`src/rtl/fifo_pkg.sv`:
```
// Shared FIFO pointer helpers: Gray/binary conversion and default geometry.
// Conversions work on a wide zero-extended vector so any pointer width up to PTR_MAX_W can use them.
package fifo_pkg;

  localparam int DEF_ADDR_W      = 4;
  localparam int DEF_SYNC_STAGES = 2;
  localparam int PTR_MAX_W       = 32;

  typedef logic [PTR_MAX_W-1:0] ptr_max_t;

  function automatic ptr_max_t bin2gray(input ptr_max_t bin);
    return bin ^ (bin >> 1);
  endfunction

  // Leading zeros of a narrower pointer stay zero through the prefix XOR.
  function automatic ptr_max_t gray2bin(input ptr_max_t gray);
    ptr_max_t bin;
    bin[PTR_MAX_W-1] = gray[PTR_MAX_W-1];
    for (int i = PTR_MAX_W - 2; i >= 0; i--) begin
      bin[i] = bin[i+1] ^ gray[i];
    end
    return bin;
  endfunction

endpackage

```
`src/rtl/sync_ff_n.sv`:
```
// N-bit, STAGES-deep flop synchronizer with synchronous active-high reset to zero.
// Pure flop chain; nothing may be placed between stages.
module sync_ff_n #(
  parameter int N      = 1,
  parameter int STAGES = 2
) (
  input  logic         clk,
  input  logic         rst,
  input  logic [N-1:0] d,
  output logic [N-1:0] q
);

  logic [N-1:0] stage_d [STAGES];
  logic [N-1:0] stage_q [STAGES];

  always_comb begin
    stage_d[0] = d;
    for (int i = 1; i < STAGES; i++) begin
      stage_d[i] = stage_q[i-1];
    end
  end

  always_ff @(posedge clk) begin
    if (rst) begin
      for (int i = 0; i < STAGES; i++) begin
        stage_q[i] <= '0;
      end
    end else begin
      for (int i = 0; i < STAGES; i++) begin
        stage_q[i] <= stage_d[i];
      end
    end
  end

  assign q = stage_q[STAGES-1];

endmodule

```
`src/rtl/fifo_rd_ptr_ctrl.sv`:
```
// Read-domain pointer/empty controller for the dual-clock FIFO.
// Optional almost-empty level compare is built only when FIFO_RD_ALMOST_EMPTY_EN is defined.
module fifo_rd_ptr_ctrl
  import fifo_pkg::*;
#(
  parameter int ADDR_W      = DEF_ADDR_W,
  parameter int SYNC_STAGES = DEF_SYNC_STAGES,
  parameter int AE_THRESH   = 1
) (
  input  logic              clk,
  input  logic              rst,
  input  logic              rd_en,
  input  logic [ADDR_W:0]   wr_ptr_gray,
  output logic [ADDR_W:0]   rd_ptr_gray,
  output logic [ADDR_W-1:0] rd_addr,
  output logic              rd_fire,
  output logic              empty,
  output logic              underflow,
  output logic              almost_empty
);

  localparam int PTR_W = ADDR_W + 1;

  if (SYNC_STAGES < 2 || SYNC_STAGES > 4) begin : g_bad_sync_stages
    $error("fifo_rd_ptr_ctrl: SYNC_STAGES must be within 2..4");
  end
  if (AE_THRESH < 0 || AE_THRESH > (1 << ADDR_W)) begin : g_bad_ae_thresh
    $error("fifo_rd_ptr_ctrl: AE_THRESH must be within 0..2**ADDR_W");
  end

  logic [PTR_W-1:0] wq_sync;
  logic [PTR_W-1:0] rd_bin_d, rd_bin_q;
  logic [PTR_W-1:0] rd_gray_d, rd_gray_q;
  logic             empty_d, empty_q;
  logic             underflow_d, underflow_q;

  sync_ff_n #(
    .N      (PTR_W),
    .STAGES (SYNC_STAGES)
  ) u_wq_sync (
    .clk (clk),
    .rst (rst),
    .d   (wr_ptr_gray),
    .q   (wq_sync)
  );

  // Empty compares the next read pointer against the current synced write
  // pointer, so draining the last entry raises empty on the same edge.
  always_comb begin
    rd_fire     = rd_en & ~empty_q;
    rd_bin_d    = rd_bin_q + PTR_W'(rd_fire);
    rd_gray_d   = PTR_W'(bin2gray(ptr_max_t'(rd_bin_d)));
    empty_d     = (rd_gray_d == wq_sync);
    underflow_d = rd_en & empty_q;
  end

  always_ff @(posedge clk) begin
    if (rst) begin
      rd_bin_q    <= '0;
      rd_gray_q   <= '0;
      empty_q     <= 1'b1;
      underflow_q <= 1'b0;
    end else begin
      rd_bin_q    <= rd_bin_d;
      rd_gray_q   <= rd_gray_d;
      empty_q     <= empty_d;
      underflow_q <= underflow_d;
    end
  end

`ifdef FIFO_RD_ALMOST_EMPTY_EN
  localparam logic [PTR_W-1:0] AE_LVL = PTR_W'(AE_THRESH);

  logic [PTR_W-1:0] wq_bin;
  logic [PTR_W-1:0] level;
  logic             almost_empty_d, almost_empty_q;

  // Level wraps modulo the full pointer width; the lap bit keeps it unambiguous.
  always_comb begin
    wq_bin         = PTR_W'(gray2bin(ptr_max_t'(wq_sync)));
    level          = wq_bin - rd_bin_d;
    almost_empty_d = (level <= AE_LVL);
  end

  always_ff @(posedge clk) begin
    if (rst) begin
      almost_empty_q <= 1'b1;
    end else begin
      almost_empty_q <= almost_empty_d;
    end
  end

  assign almost_empty = almost_empty_q;
`else
  assign almost_empty = empty_q;
`endif

  assign rd_ptr_gray = rd_gray_q;
  assign rd_addr     = rd_bin_q[ADDR_W-1:0];
  assign empty       = empty_q;
  assign underflow   = underflow_q;

endmodule

```
`config.mk`:
```
export PLATFORM = sky130hd
export DESIGN_NAME = fifo_rd_ptr_ctrl
export DESIGN_NICKNAME = d
export VERILOG_FILES = /design/src/rtl/fifo_pkg.sv /design/src/rtl/sync_ff_n.sv /design/src/rtl/fifo_rd_ptr_ctrl.sv
export SDC_FILE = /design/constraint.sdc
export NUM_CORES = 1
export LEC_CHECK = 0
export CAP_MARGIN = 20
export CORE_ASPECT_RATIO = 1.25
export CORE_MARGIN = 8
export CORE_UTILIZATION = 38
export DETAILED_ROUTE_END_ITERATION = 6
export PLACE_DENSITY = 0.65
export REMOVE_ABC_BUFFERS = 1
export SLEW_MARGIN = 20
export SYNTH_ARGS = -nofsm -noshare
export SYNTH_HDL_FRONTEND = slang
export SYNTH_SLANG_ARGS = --single-unit
export TNS_END_PERCENT = 100
```
`constraint.sdc`:
```
create_clock -name clk -period 2.6 [get_ports clk]
set_input_delay 0.39 -clock clk [delete_from_list [all_inputs] [get_ports clk]]
set_output_delay 0.39 -clock clk [all_outputs]
set_load 0.02 [all_outputs]
```
Word level (Yosys, flattened, before mapping)
Memories as Yosys holds them, arrays and structs flattened.
Cells that the tools add are included.
{"block": "word_totals", "ram_bits": 10, "ff_bits": 12, "n_memories": 1, "output_inout_bits": 13, "wordCells": 18, "inputBits": 8}
{"memory": "u_wq_sync.stage_q", "words": 2, "word_bits": 5, "rd": 2, "rd_clocked_by_memory_dff": 0, "wr": 2, "line": "sync_ff_n.sv:14", "source": "logic [N-1:0] stage_q [STAGES];"}
{"block": "classes", "add_sub_neg": 1, "n_eq_ne": 1, "bitwise": 6, "mux": 5}
{"cell": "$mux W5", "n": 2}
{"cell": "$add A5 B1 Y5", "n": 1}
{"cell": "$eq A5 B5 Y1", "n": 1}
{"cell": "$xor A5 B4 Y5", "n": 1}
{"cell": "$mux W1", "n": 3}
{"cell": "$and A1 B1 Y1", "n": 2}
{"cell": "$or A1 B1 Y1", "n": 2}
{"cell": "$not A1 Y1", "n": 1}

Longest topological paths before layout
{"block": "depth", "word_depth": 5, "mapped_depth": 7, "mapped_depth_nobuf": 7}

Modules after synthesis
Synthesis repeated with hierarchy kept, for this count alone.
{"block": "hier_totals", "hier_cells": 70, "hier_area_um2": 762.0}
{"module": "fifo_rd_ptr_ctrl", "instances": 1, "cells_per_inst": 50, "area_each_um2": 499.2, "seq_area_each_um2": 220.2}
{"module": "sync_ff_n", "instances": 1, "cells_per_inst": 20, "area_each_um2": 262.8, "seq_area_each_um2": 200.2}

Worst setup path before layout
OpenSTA, ideal clock, no wires.
{"block": "synth_path", "path_type": "input to register", "start": "in rd_en", "end": "reg empty_q (netlist: almost_empty)", "setup_ns": 0.096, "path_buffers": 0, "t_arrival_ns": 2.219, "path_slack_ns": 0.286, "t_required_ns": 2.504, "cell_stages": 7, "cell_sequence": "nor2b_1 -> ha_1 -> ha_1 -> xnor3_2 -> xnor2_1 -> or2_0 -> o41ai_2"}
{"block": "synth_via", "elab_chain_len": 4}
{"element": "from (decl)", "line": "fifo_rd_ptr_ctrl.sv:12", "source": "input logic rd_en,"}
{"element": "$and A1 B1 Y1", "line": "fifo_rd_ptr_ctrl.sv:50", "source": "rd_fire = rd_en & ~empty_q;"}
{"element": "$add A5 B1 Y5", "line": "fifo_rd_ptr_ctrl.sv:51", "source": "rd_bin_d = rd_bin_q + PTR_W'(rd_fire);"}
{"element": "$xor A5 B4 Y5", "line": "fifo_pkg.sv:12", "source": "return bin ^ (bin >> 1);"}
{"element": "$eq A5 B5 Y1", "line": "fifo_rd_ptr_ctrl.sv:53", "source": "empty_d = (rd_gray_d == wq_sync);"}
{"element": "to (signal assigned)", "line": "fifo_rd_ptr_ctrl.sv:66", "source": "empty_q <= empty_d;"}
{"element": "to (decl)", "line": "fifo_rd_ptr_ctrl.sv:34", "source": "logic empty_d, empty_q;"}
No other way between the ends.
A chain may end at the register's enable or synchronous reset.

Worst setup path in the final report
Ends and elaborated chain as after synthesis.

==> impl_results.md <==
- Most common cell after layout, fill and taps aside: dfxtp_1
- Setup Slack @ Placement: 0.0703 ns
- # setup viols final: 0
- Compound-Gate Fraction of Synth Area: 3.08%
- Std-Cell Rows: 18
- Clock Latency Late Sink: 0.30 ns
- Setup crit start kind: input pin
- Post-Synthesis Cells: 67
- CP cell instances: clkdlybuf4s50_1, nor2b_1, ha_1, ha_1, buf_4, xor2_1, xnor2_1, xnor2_1, o41ai_2
- Detailed Place HPWL: 997 um
- Layout Utilization: 53.2%
- GR peak layer: met2
- Worst EP required: 2.81 ns
- Detailed Routing Iterations Pass 1: 2
- Remaining global-route overflow: 0
- WS Path Type: input pin to flop
- Hold bufs inserted after CTS: 0
- Antenna violations before repair: 0
- # diodes: 0
- Routing usage on met2: 12.2%
- CTS tree: yes
- Slowest cell on the critical path: clkdlybuf4s50_1
- GPL Wtd Cong: 0.718
- Post-layout instance area: 1030 um^2
- Die footprint: 3730 um^2
- Mapped cell area: 771 um^2
- Max-cap violations: 0
- Flops & latches, synth: 21
- Max frequency: 452 MHz
- Area share of and/or/nand/nor cells after synthesis: 16.9%
- IO Pins: 21
- Max Slew Vio Count: 0
- Adder and majority gate portion of the synthesized area: 3.25%
- Filler cells: 189
- RSZ-0062 raised after global routing: false
- Post-place instance area: 1000 um^2
- # port buffers: 20
- Synth unique cells: 16
- Resized cells post-CTS: 0
- Met1 Use GR: 6.35%
- WP data arrival: 2.43 ns
- First-pass GRT wire length: 2100 um
- P_leak: 0.433 nW
- VDD IR max: 381 uV
- Seq/Total Area, Yosys: 54.5%
- Worst hold slack: 0.445 ns
- Initial Util: 39.8%
- Die extent in y: 66.4 um
- Vias in the first global route: 535
- Synth Area in XOR/XNOR: 19.8%
- Final ANT Viol Nets: 0
- P&R area growth vs syn: 33.6%
- Share of cells above drive strength 1: 8.79%
- Mux cell area share after synthesis: 0%
- Power Density: 581 nW/um^2
- Status: complete, no violations
- Clk sink count: 21
- Synth warn: 0
- Worst setup margin: 0.388 ns
- Avg Inst Size Synth: 11.5 um^2
- Clock root cell: clkbuf_4
- Via Count: 511
- Slew margin rel.: 74.3%
- Drt wl/cell: 11.3 um
- Pin count of the biggest net entering global routing: 13
- Iteration-0 DRC Markers: 1
- Clock Tree Buf Depth: 2
- Fin crit period: 2.21 ns
- Reg clk slew, reported paths: 0.11 ns
- All-layer global routing usage: 7.13%
- DRC Markers: 0
- Post-CTS setup buffers: 0
- Slowest stage delay, CP: 0.46 ns
- Fin Setup TNS: 0 ns
- Crit-path max FO: 3
- Vias per cell: 4.60
- Commonest non-fill, non-tap cells in the layout: dfxtp_1, clkdlybuf4s50_1, nor2b_1
- Horiz. Die Dim: 56.3 um
- Core ar.: 1940 um^2
- Hold Crit Class: flop to flop
- Layout Skew: 0.00379 ns
- Final hold vios: 0
- Setup crit end kind: flop
- WL final: 1260 um
- Combinational family with the most area after synthesis: XOR/XNOR gates
- Met3 Usage GRT: 2.88%
- Layout Nets: 102
- Post-route clock period utilization: 85.1%
- Number of buffers created by CTS: 3
- H-tree depth: 1
- Worst slew pin tran: 0.384 ns
==> path summary, 6_finish.rpt <==
check	from	cells after the start	slack [ns]	end
hold reg to reg	u_wq_sync.stage_q[0][0]$_SDFF_PP0_	1	0.44	u_wq_sync.stage_q[0][5]$_SDFF_PP0_
hold / removal	u_wq_sync.stage_q[0][0]$_SDFF_PP0_	1	0.44	u_wq_sync.stage_q[0][5]$_SDFF_PP0_
setup reg to reg	almost_empty$_SDFF_PP1_	8	0.62	almost_empty$_SDFF_PP1_
setup / recovery	rd_en	9	0.39	almost_empty$_SDFF_PP1_
==> cell families (layout without fill, tap and decap cells) <==
family	Yosys count	in the layout
compound gates	2	2
xor+xnor	14	14
fa+ha+maj	2	2
buf+inv	4	28
flops	21	21
simple gates	24	24
==> state kept, by name, indices dropped and copies added, names as in the netlist <==
name and count:
rd_bin_q 5, almost_empty 1, rd_ptr_gray 4, u_wq_sync.stage_q 10, underflow 1
==> report_power, final <==
| group | switching, mW | internal, mW |
|---|---|---|
| Sequential | 0.00687 | 0.338 |
| Combinational | 0.0448 | 0.0552 |
| Clock | 0.0934 | 0.0598 |
==> metrics by stage <==
| step | cells | power, mW |
|---|---|---|
| 2_1_floorplan | 64 | 0.405 |
| 3_5_place_dp | 107 | 0.455 |
| 6_report | 111 | 0.598 |
| 5_1_grt | 111 | 0.623 |
| 4_1_cts | 111 | 0.607 |
| 3_3_place_gp | 107 | 0.454 |
==> layout make-up <==
cell class                 instances  area (um^2)  area share, %
clock buffer                       4         26.3           2.55
inverter                           1         3.75          0.365
tap                               20         25.0           2.43
timing repair buffer              23          223           21.6
multi-input combinational         42          332           32.2
sequential                        21          420           40.8
==> Yosys cell counts <==
| cell | n | area share [%] |
|---|---|---|
| and3_1 | 1 | 0.81 |
| xor2_1 | 4 | 4.5 |
| xor3_1 | 1 | 3.1 |
| dfxtp_1 | 21 | 55 |
| xnor2_1 | 8 | 9.1 |
| nor2b_1 | 13 | 11 |
| nor2_1 | 7 | 3.4 |
| inv_1 | 1 | 0.49 |
| ha_1 | 2 | 3.2 |
| a21boi_0 | 1 | 0.97 |
| clkbuf_1 | 2 | 0.97 |
| or2_0 | 1 | 0.81 |
| nand3_1 | 2 | 1.3 |
| buf_4 | 1 | 0.97 |
| xnor3_2 | 1 | 3.1 |
| o41ai_2 | 1 | 2.1 |
==> routing by layer <==
metal,vias up,routed length (um)
met4,0,43
met5,-,0
li1,256,-
met2,15,614
met1,235,512
met3,5,89
==> critical path, delay by kind of cell <==
kind / cells / cell delay (ns)
AO/OA/AOI/OAI: 1 / 0.31
XOR/XNOR: 3 / 0.52
adder cells (fa/ha/maj): 2 / 0.42
buffers and inverters: 2 / 0.60
AND/OR/NAND/NOR: 1 / 0.17
No activity file was read; power rests on OpenSTA's default activity.
